`src/rtl/mux_cfg_pkg.sv`:
```
// Shared types and defaults for the routing-mux configuration controller.
// Optional feature macro used by the controller: MUX_CFG_PARITY_EN.
package mux_cfg_pkg;

    typedef enum logic [1:0] {
        IDLE,
        LOAD,
        COMMIT
    } cfg_state_e;

    localparam int DEF_NUM_MUX = 8;
    localparam int DEF_SEL_W   = 5;
    localparam int DEF_TIMEOUT = 255;

    function automatic int ptr_width(input int n);
        return (n > 1) ? $clog2(n) : 1;
    endfunction

endpackage

```
`src/rtl/mux_cfg_shadow_bank.sv`:
```
// Shadow select registers written one word per beat, read back packed.
// Contents only reach the muxes when the controller commits them.
module mux_cfg_shadow_bank
    import mux_cfg_pkg::*;
#(
    parameter int NUM_MUX = DEF_NUM_MUX,
    parameter int SEL_W   = DEF_SEL_W,
    localparam int PTR_W  = ptr_width(NUM_MUX)
) (
    input  logic                     clk_i,
    input  logic                     rst_ni,
    input  logic                     we_i,
    input  logic [PTR_W-1:0]         ptr_i,
    input  logic [SEL_W-1:0]         wdata_i,
    output logic [NUM_MUX*SEL_W-1:0] shadow_o
);

    logic [SEL_W-1:0] shadow_q [NUM_MUX];

    always_ff @(posedge clk_i or negedge rst_ni) begin
        if (!rst_ni) begin
            for (int i = 0; i < NUM_MUX; i++) begin
                shadow_q[i] <= '0;
            end
        end else if (we_i) begin
            shadow_q[ptr_i] <= wdata_i;
        end
    end

    always_comb begin
        shadow_o = '0;
        for (int k = 0; k < NUM_MUX; k++) begin
            shadow_o[k*SEL_W +: SEL_W] = shadow_q[k];
        end
    end

endmodule

```
`src/rtl/mux_cfg_ctrl.sv`:
```
// Streams select words into shadow regs and commits them atomically to sram/sram_inv.
// Define MUX_CFG_PARITY_EN to add the cfg_par port and per-beat even-parity check.
module mux_cfg_ctrl
    import mux_cfg_pkg::*;
#(
    parameter int NUM_MUX = DEF_NUM_MUX,
    parameter int SEL_W   = DEF_SEL_W,
    parameter int TIMEOUT = DEF_TIMEOUT
) (
    input  logic                     prog_clk,
    input  logic                     rst_n,
    input  logic                     cfg_start,
    input  logic                     cfg_abort,
    input  logic                     cfg_valid,
    output logic                     cfg_ready,
    input  logic [SEL_W-1:0]         cfg_data,
`ifdef MUX_CFG_PARITY_EN
    input  logic                     cfg_par,
`endif
    output logic                     cfg_done,
    output logic                     cfg_err,
    output logic                     cfg_busy,
    output logic [NUM_MUX*SEL_W-1:0] sram,
    output logic [NUM_MUX*SEL_W-1:0] sram_inv
);

    localparam int PTR_W = ptr_width(NUM_MUX);
    localparam int TMR_W = $clog2(TIMEOUT + 1);
    localparam int BUS_W = NUM_MUX * SEL_W;
    localparam logic [PTR_W-1:0] LAST_PTR = PTR_W'(NUM_MUX - 1);
    localparam logic [TMR_W-1:0] TMR_MAX  = TMR_W'(TIMEOUT);

    cfg_state_e       state_q, state_d;
    logic [PTR_W-1:0] ptr_q, ptr_d;
    logic [TMR_W-1:0] tmr_q, tmr_d;
    logic             err_q, err_d;
    logic             done_q, done_d;
    logic [BUS_W-1:0] sram_q, sram_d;
    logic [BUS_W-1:0] sram_inv_q, sram_inv_d;
    logic [BUS_W-1:0] shadow;
    logic             shadow_we;
    logic             accept;
    logic             par_bad;

`ifdef MUX_CFG_PARITY_EN
    assign par_bad = ^{cfg_data, cfg_par};
`else
    assign par_bad = 1'b0;
`endif

    assign cfg_ready = (state_q == LOAD);
    assign accept    = cfg_valid && cfg_ready;

    mux_cfg_shadow_bank #(
        .NUM_MUX (NUM_MUX),
        .SEL_W   (SEL_W)
    ) u_shadow (
        .clk_i    (prog_clk),
        .rst_ni   (rst_n),
        .we_i     (shadow_we),
        .ptr_i    (ptr_q),
        .wdata_i  (cfg_data),
        .shadow_o (shadow)
    );

    always_ff @(posedge prog_clk or negedge rst_n) begin
        if (!rst_n) begin
            state_q    <= IDLE;
            ptr_q      <= '0;
            tmr_q      <= '0;
            err_q      <= 1'b0;
            done_q     <= 1'b0;
            sram_q     <= '0;
            sram_inv_q <= '1;
        end else begin
            state_q    <= state_d;
            ptr_q      <= ptr_d;
            tmr_q      <= tmr_d;
            err_q      <= err_d;
            done_q     <= done_d;
            sram_q     <= sram_d;
            sram_inv_q <= sram_inv_d;
        end
    end

    always_comb begin
        state_d    = state_q;
        ptr_d      = ptr_q;
        tmr_d      = tmr_q;
        err_d      = err_q;
        done_d     = 1'b0;
        sram_d     = sram_q;
        sram_inv_d = sram_inv_q;
        shadow_we  = 1'b0;
        unique case (state_q)
            IDLE: begin
                if (cfg_start) begin
                    state_d = LOAD;
                    ptr_d   = '0;
                    tmr_d   = '0;
                    err_d   = 1'b0;
                end
            end
            LOAD: begin
                // Abort wins over a same-cycle beat and is not an error.
                if (cfg_abort) begin
                    state_d = IDLE;
                end else if (accept && par_bad) begin
                    err_d   = 1'b1;
                    state_d = IDLE;
                end else if (accept) begin
                    shadow_we = 1'b1;
                    tmr_d     = '0;
                    if (ptr_q == LAST_PTR) begin
                        state_d = COMMIT;
                    end else begin
                        ptr_d = ptr_q + PTR_W'(1);
                    end
                end else if (tmr_q == TMR_MAX) begin
                    err_d   = 1'b1;
                    state_d = IDLE;
                end else begin
                    tmr_d = tmr_q + TMR_W'(1);
                end
            end
            COMMIT: begin
                sram_d     = shadow;
                sram_inv_d = ~shadow;
                done_d     = 1'b1;
                state_d    = IDLE;
            end
            default: begin
                state_d = IDLE;
            end
        endcase
    end

    assign cfg_done = done_q;
    assign cfg_err  = err_q;
    assign cfg_busy = (state_q == LOAD) || (state_q == COMMIT);
    assign sram     = sram_q;
    assign sram_inv = sram_inv_q;

endmodule

```
`config.mk`:
```
export PLATFORM = sky130hd
export DESIGN_NAME = mux_cfg_ctrl
export DESIGN_NICKNAME = d
export VERILOG_FILES = /design/src/rtl/mux_cfg_pkg.sv /design/src/rtl/mux_cfg_shadow_bank.sv /design/src/rtl/mux_cfg_ctrl.sv
export SDC_FILE = /design/constraint.sdc
export NUM_CORES = 1
export LEC_CHECK = 0
export BUFFER_PORTS_ARGS = -buffer_cell sky130_fd_sc_hd__buf_2
export CAP_MARGIN = 10
export CORE_ASPECT_RATIO = 1.5
export CORE_MARGIN = 4
export CORE_UTILIZATION = 46
export CTS_BUF_LIST = sky130_fd_sc_hd__clkbuf_8
export CTS_CLUSTER_DIAMETER = 60
export CTS_CLUSTER_SIZE = 40
export DETAILED_ROUTE_END_ITERATION = 8
export HOLD_SLACK_MARGIN = 0.1
export PLACE_DENSITY = 0.71
export SYNTH_ARGS = -nofsm -noshare
export SYNTH_HDL_FRONTEND = slang
export SYNTH_SLANG_ARGS = --single-unit
export TNS_END_PERCENT = 100
```
`constraint.sdc`:
```
create_clock -name prog_clk -period 2.1 [get_ports prog_clk]
set_clock_uncertainty 0.1 [all_clocks]
set_input_delay 0.42 -clock prog_clk [delete_from_list [all_inputs] [get_ports prog_clk]]
set_output_delay 0.42 -clock prog_clk [all_outputs]
set_load 0.01 [all_outputs]
```
## Word level (Yosys, flattened, before mapping)

Index checks and enable logic that the tools add are counted.

- Register bits: 135
- Input port bits: 10
- Output and inout port bits: 84
- Logic and storage cells: 71

- Add/sub/neg operators: 2
- $lt $le $gt $ge: 2
- Equal/unequal tests: 13
- Multiplexer cells: 28
- Bitwise operators: 2
- Reductions and logical operators: 9

Operator list:

| kind | number |
|---|---|
| $bwmux W40 | 1 |
| $not A40 Y40 | 1 |
| $mux W8 | 4 |
| $pmux W8 S2 | 1 |
| $demux W5 S3 | 1 |
| $mux W3 | 4 |
| $mux W2 | 5 |
| $reduce_and A5 Y1 | 2 |
| $add A8 B1 Y8 const B | 1 |
| $eq A8 B8 Y1 const B | 1 |
| $mux W1 | 8 |
| $ne A2 B2 Y1 const B | 4 |
| $pmux W3 S2 | 1 |
| $mux W5 | 1 |
| $ge A4 B4 Y1 const B | 1 |
| $lt A4 B1 Y1 const B | 1 |
| $ne A2 B1 Y1 const B | 2 |
| $ne A4 B2 Y1 const B | 1 |
| $ne A4 B3 Y1 const B | 1 |
| $not A3 Y4 | 1 |
| $pmux W2 S2 | 1 |
| $reduce_and A4 Y1 | 1 |
| $add A3 B1 Y3 const B | 1 |
| $eq A3 B3 Y1 const B | 1 |
| other kinds (9) | 10 |

## Logic depth before layout (Yosys ltp)

- Depth in word-level cells: 6
- Gate-level depth with buffers: 7
- Depth with buffers taken out: 6

## Hierarchy

From an unflattened synthesis, not the netlist that was laid out.

- Cell total of the unflattened synthesis: 383
- Area total of the unflattened synthesis: 5562.8 um^2

By module, submodules not included:

| module | times used | cells an instance | area each (um^2) | sequential area each (um^2) |
|---|---|---|---|---|
| mux_cfg_ctrl | 1 | 294 | 4001.3 | 2427.3 |
| mux_cfg_shadow_bank | 1 | 89 | 1561.5 | 1001.0 |

## Worst setup path before layout

No wires, ideal clock.

- Path type: register to register
- Start point: reg state_q[1]
- End point: reg tmr_q[6]
- Library setup time: 0.078 ns
- Arrival time: 1.823 ns
- Data required time: 1.922 ns
- Setup slack: 0.100 ns
- Cell stages (with the launch flop): 7
- Buffers on the path: 0
- Path through: dfrtp_1 inv_1 ha_1 mux2i_1 or4_1 or3_1 a21oi_1

- Cells in the longest elaborated chain, start to end: 5
- Elaborated cells on any way between the ends: 11

RTL lines:

| what | RTL line | text |
|---|---|---|
| start, declared | mux_cfg_ctrl.sv:33 | `cfg_state_e state_q, state_d;` |
| start signal, assigned | mux_cfg_ctrl.sv:76 | `state_q <= state_d;` |
| $eq A2 B1 Y1 (*) | mux_cfg_ctrl.sv:51 | `assign cfg_ready = (state_q == LOAD);` |
| via cfg_ready | mux_cfg_ctrl.sv:15 | `output logic cfg_ready,` |
| $logic_and A1 B1 Y1 | mux_cfg_ctrl.sv:52 | `assign accept = cfg_valid && cfg_ready;` |
| $mux W8 | mux_cfg_ctrl.sv:111 | `end else if (accept) begin` |
| $mux W8 | mux_cfg_ctrl.sv:106 | `if (cfg_abort) begin` |
| $pmux W8 S2 | mux_cfg_ctrl.sv:95 | `unique case (state_q)` |
| end signal, assigned | mux_cfg_ctrl.sv:78 | `tmr_q <= tmr_d;` |
| end, declared | mux_cfg_ctrl.sv:35 | `logic [TMR_W-1:0] tmr_q, tmr_d;` |

Mark *: on every way through the listed nets, which the timed path passes. The rest lies on a longest branch. The select of a mux whose other input is x is not followed.
A chain may end at the register's enable or synchronous reset.

## Worst setup path in the final report

- Start point: reg state_q[1]
- End point: reg tmr_q[6]

- Cells in the longest elaborated chain, start to end: 5
- Elaborated cells on any way between the ends: 11

RTL lines:

| what | RTL line |
|---|---|
| $eq A2 B1 Y1 | mux_cfg_ctrl.sv:51, mux_cfg_ctrl.sv:95 |
| $logic_and A1 B1 Y1 | mux_cfg_ctrl.sv:52 |
| $mux W8 | mux_cfg_ctrl.sv:111 |
| $mux W8 | mux_cfg_ctrl.sv:106 |
| $pmux W8 S2 | mux_cfg_ctrl.sv:95 |

Parallel ways exist; a longest one is shown, timed or not. The select of a mux whose other input is x is not followed.

==> qor.yml <==
grt_pass1_wl_mm: 18.3
p_seq_share_pct: 44.6
path_clk_slew_ns: 0.07
rows: 48
via_per_inst: 5.06
gp_congestion: 0.833
fmax_mhz: 493
clk_path_buf_depth: 2
switching_share_pct: 29.4
finish.utilization_pct: 58.0
hpwlAfterDp_mm: 7.73
final_max_slew_viol_count: 0
yosysSeqAreaShare_pct: 62.1
fin_cells: 671
syn-num-nets: 407
pre_cts_ws_ns: 0.0357
peakVddDrop_mv: 0.484
grt_setup_unrepaired: "yes"
rr_worst_depth: 6
synthArstFlopShare_pct: 100
globalRouteOverflowTotal: 0
floorplan.die_area_um2: 13900
drc: 0
drive_gt1_share_pct: 52.2
power.share.clock_pct: 28.0
clock-root-buffer: "clkbuf_8"
drv_cap: 0
p_leak_uw: 0.00347
yosysWarnings: 0
synth-seq-cells: 135
n_fill_cell: 977
netlist_instances: 391
core_um2: 11700
grt_pass1_vias: 3650
layout.nets: 524
min_period_ns: 2.03
start_util_pct: 47.4
relSlewSlack_pct: 67.6
path_class: "reg2reg"
antenna_cells: 0
synth_edf_count: 0
worstSetupEndpointType: "flip-flop"
die_h_um: 142
antenna_found_initial: 0
grt_max_degree: 49
synth_area_um2: 5520
dr.first_iter.drc_count: 79
worstHoldPathCells: 3
gr-usage-all-layers_pct: 16.6
first_pass_iters: 4
numCtsBuffers: 17
period_share_pct: 96.7
io_pins: 94
fp.dieW_um: 97.4
syn_to_final_growth_pct: 22.3
dp_cells: 638
portBuffers: 93
status: "finished, final reports clean"
hold_violations: 0
setup_viol: 0
hold_class: "in2reg"
via_count: 3393
worstPathMaxFanout: 5
synth-main-ff-cell: "dfrtp_1"
htree_levels: 4
syn_area_per_cell_um2: 14.1
totalWireLength_mm: 10.8
clk_latency_ns: 0.42
required_ns: 2.35
synth_cell_types: 41
cts_sinks: 135
arrival_ns: 2.28
wire_per_inst_um: 16.1
crit_path_start_kind: "flip-flop"
finalWorstSetupSlack_ns: 0.0695
tightest_slew_ns: 0.486
antenna_left: 0
p_int_uw: 5620
p_sw_uw: 2350
powerDensity_nw_per_um2: 1180
cts_tree: "built"
combPwrFrac_pct: 27.4
-- final cells by class --
type	instances	area [µm²]	area share, %
clock buffers	18	248	3.67
clock inverters	14	168	2.48
inverters	43	161	2.39
multi-input cells	201	1910	28.3
flip-flops and latches	135	3430	50.8
well taps	150	188	2.78
repair buffers	110	652	9.65
-- worst max-delay path, stage by stage (launching register included) --
cell and delay (ns):
dfrtp_1 0.38, inv_1 0.11, ha_2 0.23, mux2i_1 0.12, or4_1 0.56, or3_1 0.33
a21oi_1 0.14
-- cell usage after synthesis, drive strengths merged (2+ instances only) --
cell type / number / share of area [%]
a21oi: 6 / 0.54
a22o: 3 / 0.48
buf: 6 / 0.57
clkbuf: 6 / 0.41
dfrtp: 95 / 43
dfstp: 40 / 19
ha: 6 / 1.4
inv: 43 / 2.9
mux2: 81 / 17
mux2i: 42 / 7.6
nand2: 9 / 0.61
nand2b: 6 / 0.68
nand3: 2 / 0.27
nand3b: 3 / 0.41
nand4: 3 / 0.34
nor2: 3 / 0.20
nor3: 3 / 0.36
nor3b: 3 / 0.59
nor4: 2 / 0.23
o211ai: 2 / 0.27
o21ai: 6 / 0.54
o31ai: 3 / 0.41
o41ai: 2 / 0.32
or2: 2 / 0.23
or2b: 2 / 0.29
or4: 3 / 0.41
or4b: 2 / 0.36
-- power by group through the flow --
stage	Combinational, µW	Sequential (µW)	Clock, µW
after floorplan	1220	3720	0
after global placement	2120	3580	0
after detailed placement	2190	3610	0
after CTS	2190	3560	2290
after global routing	2390	3640	2430
final	2180	3550	2230
-- path summary, 6_finish.rpt --
check / start / endpoint / slack, ns
max in group asynchronous: rst_n / sram_inv[23] / 0.85
min in group asynchronous: rst_n / sram[31] / 0.38
max: state_q[1] / tmr_q[6] / 0.07
min reg2reg: u_shadow.shadow_o[28] / sram_inv[28] / 0.32
max reg2reg: state_q[1] / tmr_q[6] / 0.07
min: cfg_start / state_q[1] / 0.23
-- metal layers --
metal	vias to the layer above	track usage, %	part of all wire (%)
met2	82	28.7	54
met4	0	5.98	1.5
li1	1592	-	-
met1	1706	19.6	40
met3	13	4.95	4.0
met5	-	0	0
-- cells in the final DEF, fill, tap and decap left out, types with 3 or more instances in the layout --
cell       netlist  final
a21oi_1          6      5
a22o_1           3      3
buf_12           0      4
buf_2            1     92
buf_4            0     12
bufinv_16        0      4
clkbuf_8         0     18
clkinv_2         0      4
dfrtp_1         95     95
dfstp_2         40     40
ha_1             6      3
inv_1           43     47
mux2_2          81     81
mux2i_1         42     42
nand2_1          9      9
nand2b_1         6      6
nand3b_1         3      3
nand4_1          3      3
o21ai_0          6      6
o31ai_1          3      3
or4_1            3      3
-- metrics by stage --
step	setup TNS, ns	hold WS (ns)	power, µW	instance area (µm²)
4_1_cts	0	0.198	8040	6730
3_3_place_gp	0	0.271	5700	6310
3_5_place_dp	0	0.277	5790	6310
5_1_grt	-0.0714	0.229	8450	6750
6_report	0	0.233	7960	6750
2_1_floorplan	0	0.0244	4940	5520
-- logic make-up (layout without fill, tap and decap cells) --
group | after synthesis | in the layout | share of synthesized area, %
adders and majority gates | 6 | 6 | 1.36
muxes | 123 | 123 | 24.1
AOI/OAI and AO/OA | 26 | 26 | 3.17
DFF | 135 | 135 | 62.1
buffers and inverters | 55 | 185 | 3.90
and+or+nand+nor | 46 | 46 | 5.33
-- state kept, by name, summed over array words and instances, names as in the netlist --
signal and count:
ptr_q 3, state_q 2, sram_inv 40, sram 40
cfg_done 1, tmr_q 8, u_shadow.shadow_o 40, cfg_err 1
-- what timing repair did --
action | 4_1_cts | 5_1_grt
hold buffers | 1 | 0
setup buffers | 0 | 0
resized for setup | 0 | 7
endpoints found under the hold margin | 25 | 0
setup endpoints to repair | 0 | 31
Note: power is estimated with default switching activity, not from simulation.
